$ cat config.mk
export PLATFORM = sky130hd
export DESIGN_NAME = sb_param_shadow_cfg_flat
export DESIGN_NICKNAME = d
export VERILOG_FILES = /design/src/rtl/sb_param_shadow_cfg_pkg.sv /design/src/rtl/sb_param_shadow_cfg_if.sv /design/src/rtl/sb_param_shadow_cfg_chain.sv /design/src/rtl/sb_param_shadow_cfg.sv /design/src/flat_wrapper.sv
export SDC_FILE = /design/constraint.sdc
export NUM_CORES = 1
export LEC_CHECK = 0
export CAP_MARGIN = 20
export CORE_UTILIZATION = 35
export CTS_CLUSTER_SIZE = 28
export DETAILED_ROUTE_END_ITERATION = 10
export DONT_BUFFER_PORTS = 1
export SETUP_SLACK_MARGIN = 0.5
export SYNTH_ARGS = -nofsm -noshare
export SYNTH_HDL_FRONTEND = slang
export SYNTH_SLANG_ARGS = --single-unit
$ cat constraint.sdc
create_clock -name prog_clk -period 2.2 [get_ports prog_clk]
set_clock_uncertainty 0.15 [all_clocks]
set_input_delay 0.33 -clock prog_clk [delete_from_list [all_inputs] [get_ports prog_clk]]
set_output_delay 0.33 -clock prog_clk [all_outputs]
set_load 0.01 [all_outputs]
$ cat src/rtl/sb_param_shadow_cfg_pkg.sv
// Shared types and elaboration-time helpers for the shadow-configured switch block.
package sb_param_shadow_cfg_pkg;

  typedef enum logic [1:0] {
    StUnconf,
    StLoading,
    StActive,
    StReload
  } cfg_state_e;

  function automatic int unsigned clog2(input int unsigned n);
    int unsigned r;
    r = 0;
    while ((32'd1 << r) < n) r++;
    return r;
  endfunction

  function automatic int unsigned sel_width(input int unsigned num_opins);
    return clog2(num_opins + 2);
  endfunction

  function automatic int unsigned cfg_bits(input int unsigned chan_width,
                                           input int unsigned num_opins,
                                           input int unsigned wide_muxes,
                                           input int unsigned bottom_muxes);
    return wide_muxes * sel_width(num_opins) + (chan_width - 1 - wide_muxes) + bottom_muxes;
  endfunction

  // Bit offset of right-track mux i inside the active register (LSB-first field map).
  function automatic int unsigned right_offset(input int unsigned i, input int unsigned sw,
                                               input int unsigned wide_muxes);
    return (i < wide_muxes) ? i * sw : wide_muxes * sw + (i - wide_muxes);
  endfunction

  function automatic int unsigned bottom_offset(input int unsigned b,
                                                input int unsigned chan_width,
                                                input int unsigned sw,
                                                input int unsigned wide_muxes);
    return wide_muxes * sw + (chan_width - 1 - wide_muxes) + b;
  endfunction

endpackage

$ cat src/rtl/sb_param_shadow_cfg_if.sv
// Configuration chain and routing signals of the switch block, grouped for port use.
interface sb_param_shadow_cfg_if #(
  parameter int unsigned CHAN_WIDTH = 12,
  parameter int unsigned NUM_OPINS  = 8
);
  logic                  cfg_en;
  logic                  cfg_commit;
  logic                  ccff_head;
  logic                  ccff_tail;
  logic                  cfg_valid;
  logic                  cfg_err;
  logic [CHAN_WIDTH-1:0] chanx_right_in;
  logic [CHAN_WIDTH-1:0] chany_bottom_in;
  logic                  right_top_inpad;
  logic [NUM_OPINS-1:0]  right_bottom_opin;
  logic                  bottom_left_inpad;
  logic [CHAN_WIDTH-1:0] chanx_right_out;
  logic [CHAN_WIDTH-1:0] chany_bottom_out;

  modport master (
    output cfg_en, cfg_commit, ccff_head, chanx_right_in, chany_bottom_in,
           right_top_inpad, right_bottom_opin, bottom_left_inpad,
    input  ccff_tail, cfg_valid, cfg_err, chanx_right_out, chany_bottom_out
  );

  modport slave (
    input  cfg_en, cfg_commit, ccff_head, chanx_right_in, chany_bottom_in,
           right_top_inpad, right_bottom_opin, bottom_left_inpad,
    output ccff_tail, cfg_valid, cfg_err, chanx_right_out, chany_bottom_out
  );
endinterface

$ cat src/rtl/sb_param_shadow_cfg_chain.sv
// Serial config chain: shadow shift register, atomic commit to active, bit-count checking.
module sb_param_shadow_cfg_chain
  import sb_param_shadow_cfg_pkg::*;
#(
  parameter int unsigned CfgBits = 20
) (
  input  logic               prog_clk,
  input  logic               prog_reset_n,
  input  logic               cfg_en,
  input  logic               cfg_commit,
  input  logic               ccff_head,
  output logic               ccff_tail,
  output logic               cfg_valid,
  output logic               cfg_err,
  output logic [CfgBits-1:0] active
);

  localparam int unsigned CntW = clog2(CfgBits + 2);

  logic [CfgBits-1:0] shadow_q, active_q;
  logic [CntW-1:0]    count_q;
  logic               valid_q, err_q;
  cfg_state_e         state_q;

  always_ff @(posedge prog_clk or negedge prog_reset_n) begin
    if (!prog_reset_n) begin
      shadow_q <= '0;
      active_q <= '0;
      count_q  <= '0;
      valid_q  <= 1'b0;
      err_q    <= 1'b0;
      state_q  <= StUnconf;
    end else if (cfg_commit) begin
      // Commit wins over a simultaneous shift request.
      count_q <= '0;
      if (count_q == CntW'(CfgBits)) begin
        active_q <= shadow_q;
        valid_q  <= 1'b1;
        state_q  <= StActive;
      end else begin
        err_q   <= 1'b1;
        state_q <= valid_q ? StActive : StUnconf;
      end
    end else if (cfg_en) begin
      shadow_q <= {shadow_q[CfgBits-2:0], ccff_head};
      if (count_q != CntW'(CfgBits + 1)) count_q <= count_q + 1'b1;
      unique case (state_q)
        StUnconf: state_q <= StLoading;
        StActive: state_q <= StReload;
        default:  state_q <= state_q;
      endcase
    end
  end

  assign ccff_tail = shadow_q[CfgBits-1];
  assign cfg_valid = valid_q;
  assign cfg_err   = err_q;
  assign active    = active_q;

endmodule

$ cat src/rtl/sb_param_shadow_cfg.sv
// Parametrised left-edge switch block whose routing muxes are driven from a committed config.
module sb_param_shadow_cfg
  import sb_param_shadow_cfg_pkg::*;
#(
  parameter int unsigned CHAN_WIDTH   = 12,
  parameter int unsigned NUM_OPINS    = 8,
  parameter int unsigned WIDE_MUXES   = 2,
  parameter int unsigned BOTTOM_MUXES = 3
) (
  input logic              prog_clk,
  input logic              prog_reset_n,
  sb_param_shadow_cfg_if.slave bus
);

  localparam int unsigned SW       = sel_width(NUM_OPINS);
  localparam int unsigned CFG_BITS = cfg_bits(CHAN_WIDTH, NUM_OPINS, WIDE_MUXES, BOTTOM_MUXES);

  logic [CFG_BITS-1:0]   active;
  logic                  cfg_valid;
  logic [CHAN_WIDTH-1:0] x_out, y_out;

  sb_param_shadow_cfg_chain #(
    .CfgBits(CFG_BITS)
  ) u_chain (
    .prog_clk    (prog_clk),
    .prog_reset_n(prog_reset_n),
    .cfg_en      (bus.cfg_en),
    .cfg_commit  (bus.cfg_commit),
    .ccff_head   (bus.ccff_head),
    .ccff_tail   (bus.ccff_tail),
    .cfg_valid   (cfg_valid),
    .cfg_err     (bus.cfg_err),
    .active      (active)
  );

  for (genvar i = 0; i < WIDE_MUXES; i++) begin : g_wide
    localparam int unsigned Off = right_offset(i, SW, WIDE_MUXES);
    logic [SW-1:0] sel;
    logic          val;
    assign sel = active[Off +: SW];
    always_comb begin
      val = 1'b0;
      if (sel == '0) val = bus.right_top_inpad;
      else if (sel == SW'(NUM_OPINS + 1)) val = bus.chany_bottom_in[CHAN_WIDTH-2-i];
      for (int unsigned p = 0; p < NUM_OPINS; p++) begin
        if (sel == SW'(p + 1)) val = bus.right_bottom_opin[p];
      end
    end
    assign x_out[i] = cfg_valid & val;
  end

  for (genvar i = WIDE_MUXES; i <= CHAN_WIDTH - 2; i++) begin : g_narrow
    localparam int unsigned Off = right_offset(i, SW, WIDE_MUXES);
    logic in0;
    if (i == WIDE_MUXES) begin : g_pad
      assign in0 = bus.right_top_inpad;
    end else begin : g_opin
      assign in0 = bus.right_bottom_opin[(i - WIDE_MUXES - 1) % NUM_OPINS];
    end
    assign x_out[i] = cfg_valid & (active[Off] ? bus.chany_bottom_in[CHAN_WIDTH-2-i] : in0);
  end

  assign x_out[CHAN_WIDTH-1] = bus.chany_bottom_in[CHAN_WIDTH-1];

  for (genvar b = 0; b < BOTTOM_MUXES; b++) begin : g_bottom
    localparam int unsigned Off = bottom_offset(b, CHAN_WIDTH, SW, WIDE_MUXES);
    assign y_out[b] = cfg_valid &
                      (active[Off] ? bus.bottom_left_inpad : bus.chanx_right_in[CHAN_WIDTH-2-b]);
  end

  for (genvar k = BOTTOM_MUXES; k <= CHAN_WIDTH - 2; k++) begin : g_bottom_direct
    assign y_out[k] = bus.chanx_right_in[CHAN_WIDTH-2-k];
  end

  assign y_out[CHAN_WIDTH-1] = bus.chanx_right_in[CHAN_WIDTH-1];

  assign bus.chanx_right_out  = x_out;
  assign bus.chany_bottom_out = y_out;
  assign bus.cfg_valid        = cfg_valid;

endmodule

$ cat src/flat_wrapper.sv
// flat-port wrapper written by rule: the top's interface ports become plain ports
module sb_param_shadow_cfg_flat import sb_param_shadow_cfg_pkg::*;
#(
  parameter int unsigned CHAN_WIDTH   = 12,
  parameter int unsigned NUM_OPINS    = 8,
  parameter int unsigned WIDE_MUXES   = 2,
  parameter int unsigned BOTTOM_MUXES = 3
)
  (prog_clk, prog_reset_n, bus_cfg_en, bus_cfg_commit, bus_ccff_head, bus_chanx_right_in, bus_chany_bottom_in, bus_right_top_inpad, bus_right_bottom_opin, bus_bottom_left_inpad, bus_ccff_tail, bus_cfg_valid, bus_cfg_err, bus_chanx_right_out, bus_chany_bottom_out);
  sb_param_shadow_cfg_if #(.CHAN_WIDTH(CHAN_WIDTH), .NUM_OPINS(NUM_OPINS)) bus_i ();
  input logic prog_clk;
  input logic prog_reset_n;
  input wire logic [$bits(bus_i.cfg_en)-1:0] bus_cfg_en;
  input wire logic [$bits(bus_i.cfg_commit)-1:0] bus_cfg_commit;
  input wire logic [$bits(bus_i.ccff_head)-1:0] bus_ccff_head;
  input wire logic [$bits(bus_i.chanx_right_in)-1:0] bus_chanx_right_in;
  input wire logic [$bits(bus_i.chany_bottom_in)-1:0] bus_chany_bottom_in;
  input wire logic [$bits(bus_i.right_top_inpad)-1:0] bus_right_top_inpad;
  input wire logic [$bits(bus_i.right_bottom_opin)-1:0] bus_right_bottom_opin;
  input wire logic [$bits(bus_i.bottom_left_inpad)-1:0] bus_bottom_left_inpad;
  output wire logic [$bits(bus_i.ccff_tail)-1:0] bus_ccff_tail;
  output wire logic [$bits(bus_i.cfg_valid)-1:0] bus_cfg_valid;
  output wire logic [$bits(bus_i.cfg_err)-1:0] bus_cfg_err;
  output wire logic [$bits(bus_i.chanx_right_out)-1:0] bus_chanx_right_out;
  output wire logic [$bits(bus_i.chany_bottom_out)-1:0] bus_chany_bottom_out;
  assign bus_i.cfg_en = bus_cfg_en;
  assign bus_i.cfg_commit = bus_cfg_commit;
  assign bus_i.ccff_head = bus_ccff_head;
  assign bus_i.chanx_right_in = bus_chanx_right_in;
  assign bus_i.chany_bottom_in = bus_chany_bottom_in;
  assign bus_i.right_top_inpad = bus_right_top_inpad;
  assign bus_i.right_bottom_opin = bus_right_bottom_opin;
  assign bus_i.bottom_left_inpad = bus_bottom_left_inpad;
  assign bus_ccff_tail = bus_i.ccff_tail;
  assign bus_cfg_valid = bus_i.cfg_valid;
  assign bus_cfg_err = bus_i.cfg_err;
  assign bus_chanx_right_out = bus_i.chanx_right_out;
  assign bus_chany_bottom_out = bus_i.chany_bottom_out;
  sb_param_shadow_cfg #(.CHAN_WIDTH(CHAN_WIDTH), .NUM_OPINS(NUM_OPINS), .WIDE_MUXES(WIDE_MUXES), .BOTTOM_MUXES(BOTTOM_MUXES)) u_core (.prog_clk(prog_clk), .prog_reset_n(prog_reset_n), .bus(bus_i));
endmodule
# [Word-level counts from Yosys, hierarchy flattened]
# Cells that the tools add are included.
# Widths: inputs -> output; s select.
[totals] latchBits=0 input_bits=39 reg_bits=47 out_inout_bits=27 elab_cells=85 rom_bits=0 mem_count=0 ram_bits=0
[classes] n_reduce_logical=8 bitwise=16 order_cmp=0 n_mux=35 mul=0 shifts=0 n_eq_ne=20 n_div=0 add_sub_neg=1
[op_table] op="$eq 4x3->1 const B" count=8
[op_table] op="$mux 1" count=32
[op_table] op="$eq 4x2->1 const B" count=4
[op_table] op="$eq 4x4->1 const B" count=4
[op_table] op="$mux 5" count=3
[op_table] op="$and 1x1->1" count=14
[op_table] op="$eq 4x1->1 const B" count=2
[op_table] op="$logic_not 4->1" count=2
[op_table] op="$reduce_and 2->1" count=4
[op_table] op="$add 5x1->5 const B" count=1
[op_table] op="$eq 5x5->1 const B" count=1
[op_table] op="$ne 5x5->1 const B" count=1
[op_table] op="$reduce_bool 2->1" count=2
[op_table] op="$not 1->1" count=2

# [Depth between registers and ports, before layout]
[depth] ltp_word=12 depth_mapped=6 mapped_depth_nobuf=6

# [By module]
# A second synthesis with hierarchy kept.
[unflattened] cells_unflattened=197 hier_area_um2=2499.9
[by_module_without_submodules] mod="sb_param_shadow_cfg_chain" n_inst=1 seq_area_each_um2=1176.1 cells_per_inst=121 area_per_inst_um2=1938.1
[by_module_without_submodules] mod="sb_param_shadow_cfg" n_inst=1 seq_area_each_um2=0.0 cells_per_inst=76 area_per_inst_um2=561.8

# [Worst setup path before layout]
# OpenSTA, ideal clock, no wires.
[synth_path] kind="reg-to-output" start="register u_core.u_chain.active_q[0] (netlist: u_core.u_chain.active[0])" end="output port bus_chanx_right_out[0]" path_buffers=1 path_stages_with_launch=6 required_time_ns=1.720 arrival_time_ns=1.366 setup_slack_ns=0.354 cell_sequence="dfrtp_1 > buf_6 > or3b_1 > a211oi_2 > o32ai_1 > a31oi_1"
[synth_between] elab_chain_len=12 word_cells_on_any_way=21 classes_between="eq/ne (9); mux (10); bitwise (1); reduce/logical (1)"
[synth_rtl] element="start: declaration" line_no="sb_param_shadow_cfg_chain.sv:20" text="logic [CfgBits-1:0] shadow_q, active_q;"
[synth_rtl] element="start signal: assignment" line_no="sb_param_shadow_cfg_chain.sv:37" text="active_q <= shadow_q;"
[synth_rtl] element="$eq 4x4->1" line_no="sb_param_shadow_cfg.sv:44" text="else if (sel == SW'(NUM_OPINS + 1)) val = bus.chany_bottom_in[CHAN_WIDTH-2-i];"
[synth_rtl] element="$mux 1" line_no="sb_param_shadow_cfg.sv:44"
[synth_rtl] element="$mux 1" line_no="sb_param_shadow_cfg.sv:43" text="if (sel == '0) val = bus.right_top_inpad;"
[synth_rtl] element="$mux 1 (7 in series)" line_no="sb_param_shadow_cfg.sv:46" text="if (sel == SW'(p + 1)) val = bus.right_bottom_opin[p];"
[synth_rtl] element="$mux 1 *" line_no="sb_param_shadow_cfg.sv:46"
[synth_rtl] element="$and 1x1->1 *" line_no="sb_param_shadow_cfg.sv:49" text="assign x_out[i] = cfg_valid & val;"
[synth_rtl] element="end: declaration" line_no="flat_wrapper.sv:24" text="output wire logic [$bits(bus_i.chanx_right_out)-1:0] bus_chanx_right_out;"
# Mark *: on every way between the ends. The rest lies on a longest branch, timed or not.

# [Final worst setup path]
[layout_path] start="register u_core.u_chain.active_q[1] (netlist: u_core.u_chain.active[1])" end="output port bus_chanx_right_out[0]"
# Same word-level chain as after synthesis.

==> flow_summary.ini <==
[setup_path]
r2r_slack_ns = 0.58
rr_endpoint = u_core.u_chain.active[8]
worst-r2r-cell-count = 5
crit_chain = or3b_1 > a211oi_2 > o32ai_2 > a31oi_4
arrival_ns = 1.64
r2r_start = u_core.u_chain.count_q[0]
required_ns = 1.72
critPathKind = register to output port
cp_slowest_stage_delay_ns = 0.42
worstSetupStartpointType = register
end_kind = output port
cp_max_fo = 4
crit_slowest_cell = dfrtp_2

[routing]
num_vias = 1457
wl_per_cell_um = 17.2
drt_wl_total_mm = 4.79
highest_layer = met4
drc = 6
wl_met2_mm = 2.36
wl_met1_mm = 2.15
ant_nets = 0
wl_met3_um = 253
vias_per_cell = 5.24
drtIter0Drc = 74
drtPass1Iterations = 9

[final_layout]
area_delta_synth_final_pct = 16.2
fin_nets = 242
design_area_mm2 = 0.00277
n_antenna_cell = 0
fillers = 601
drive_gt1_share_pct = 43.3

[logic_synthesis]
synth_cell_type_count = 33
yosysSeqAreaShare_pct = 49.4
synthCells = 195
yosys_register_bits = 47
synth_area_mm2 = 0.00238
synth_top_area_share_pct = 49.4
yosysTopAreaCell = dfrtp_1
ys_warn_count = 0
syn_nets = 237
ys_top_cells_by_area = dfrtp_1 (49%), mux2_2 (19%), mux2i_1 (6.3%), buf_4 (3.8%), nor2b_1 (3.7%)
syn_avg_cell_area_um2 = 12.2

[placement]
place_area_mm2 = 0.00237
dpl.hpwl_mm = 3.04
place.gp.congestion = 0.780
portBuffers = 0

[die]
start_util_pct = 36.9
ioPinCount = 66
fp-row-count = 29
fp.dieW_um = 84.5
dieHeight_um = 84.5
coreArea_mm2 = 0.00646
dieArea_mm2 = 0.00714

[cts]
root_buffer = clkbuf_8
cts_tree = built
clk_latency_ns = 0.30
cts_buffer_depth = 2
cts_max_level = 2
cts_inserted_buffers = 5
clk_pin_slew_ns = 0.09
cts.sinks = 47

[timing]
setup_viol = 0
tightest_slew_ns = 0.328
maxSlewViolCount = 0
rsz0062_at_grt = yes
hold_violations = 0
tns_ns = 0
fmax_ghz = 0.471
max-slew-margin-rel_pct = 77.8
fin_crit_ns = 2.12
fin_crit_sh_pct = 96.5

[global_route]
grt_max_degree = 48
overflow = 0
grt_use_total_pct = 13.8
grt_pass1_vias = 1466
grt_pass1_wl_mm = 7.54
grt_antenna_before_repair = 0

[flow_run]
cap_violations = 0

[status]
violations = DRC
outcome = finished, violations left

[hold_path]
hold_path_depth = 1
hp-class = input pin to register
min_from = bus_ccff_head
hold_end = u_core.u_chain.shadow_q[0]

[power]
peakVddDrop_uv = 336
p_per_area_mw_per_mm2 = 739
leakage_nw = 1.20
==> worst max-delay path, delay by kind of cell, from the launching register on <==
family	cells	cell delay, ns
AO/OA/AOI/OAI	3	0.52
flip-flops	1	0.42
AND/OR/NAND/NOR	1	0.40
==> layout by cell type, fill, tap and decap left out, types with 2 or more instances in the layout <==
master and count:
dfrtp_2 6, dlygate4sd3_1 2, inv_1 4, buf_4 11, dfrtp_1 41, ha_1 3
nand3_1 7, mux2_2 40, xor2_1 3, a31oi_1 2, nor2b_1 3, nor2_1 8
nand2b_1 3, mux2i_1 15, buf_6 2, bufinv_16 2, clkbuf_8 5, nor2b_2 5
a21oi_1 5, nand2_1 5, nor2b_4 6
==> synth_stat cells (all sizes together) <==
master,count
nand3b,1
xnor2,1
inv,4
xor2,3
o32ai,1
mux2,40
nand4b,1
a31oi,3
a21oi,6
or4b,1
and4,1
or3b,1
mux2i,15
a211oi,1
a21o,1
nand4,1
nand3,7
nor2b,14
nor4b,2
nor2,8
buf,15
nand2,5
nand2b,3
mux4,1
o21ai,3
clkbuf,4
and3,1
ha,3
a311oi,1
dfrtp,47
==> power breakdown <==
group	leakage, nW	switching (mW)	total [mW]	internal, mW
sequential	0.615	0.104	1.10	0.999
clock	0.0654	0.280	0.734	0.454
combinational	0.520	0.0755	0.209	0.134
==> registers in the layout (all words and copies together) (netlist names) <==
name,count
u_core.u_chain.active,20
u_core.u_chain.cfg_err,1
u_core.u_chain.cfg_valid,1
u_core.u_chain.count_q,5
u_core.u_chain.shadow_q,20
==> cell type report <==
class	instances	area [µm²]	share of cell area [%]
inverters	4	15.0	0.542
well taps	77	96.3	3.48
clock buffers	6	72.6	2.62
clock inverters	2	60.1	2.17
flip-flops and latches	47	1180	42.7
multi-input cells	125	1170	42.2
repair buffers	17	173	6.24
==> metal layers <==
metal	global-route usage, %	vias up
met3	4.52	4
li1	-	688
met4	4.62	0
met2	23.1	27
met5	0	-
met1	16.9	738
==> per-stage QoR <==
stage               cells  util (%)  power, mW  worst slack (ns)  hold WS, ns
floorplan             195         -       1.26             0.399       -0.116
global placement      255      36.7       1.29             0.323       -0.114
detailed placement    255      36.7       1.30             0.297       -0.114
CTS                   275      41.1       2.06            0.0307       0.0243
global route          278      42.9       2.15            0.0144       0.0226
finish                278      42.9       2.05            0.0770       0.0338
==> what timing repair did <==
action / 4_1_cts / 5_1_grt
gates resized for setup: 16 / 23
setup endpoints to repair: 34 / 32
endpoints found under the hold margin: 53 / 0
pin swaps: 4 / 2
hold buffers: 3 / 0
setup buffers: 9 / 3
==> cells by family (layout without fill, tap and decap cells) <==
| family | count (synthesis) | in the layout | synth area share (%) |
|---|---|---|---|
| XOR/XNOR | 4 | 4 | 1.47 |
| AND/OR/NAND/NOR | 46 | 46 | 11.1 |
| buffers and inverters | 23 | 29 | 5.93 |
| adder cells (fa/ha/maj) | 3 | 3 | 1.58 |
| AO/OA/AOI/OAI | 16 | 16 | 4.25 |
| multiplexers | 56 | 56 | 26.3 |
| flip-flops | 47 | 47 | 49.4 |
==> worst max path at each step <==
| stage | slack (ns) | from | end | cells past startpoint |
|---|---|---|---|---|
| 2_1_floorplan | 0.40 | u_core.u_chain.active[0] | bus_chanx_right_out[0] | 5 |
| 3_3_place_gp | 0.32 | u_core.u_chain.active[1] | bus_chanx_right_out[0] | 4 |
| 3_5_place_dp | 0.30 | u_core.u_chain.active[1] | bus_chanx_right_out[0] | 4 |
| 4_1_cts | 0.03 | u_core.u_chain.active[1] | bus_chanx_right_out[0] | 4 |
| 5_1_grt | 0.01 | u_core.u_chain.active[1] | bus_chanx_right_out[0] | 4 |
| 6_report | 0.08 | u_core.u_chain.active[1] | bus_chanx_right_out[0] | 4 |
Power figures use the tool's default switching activity.
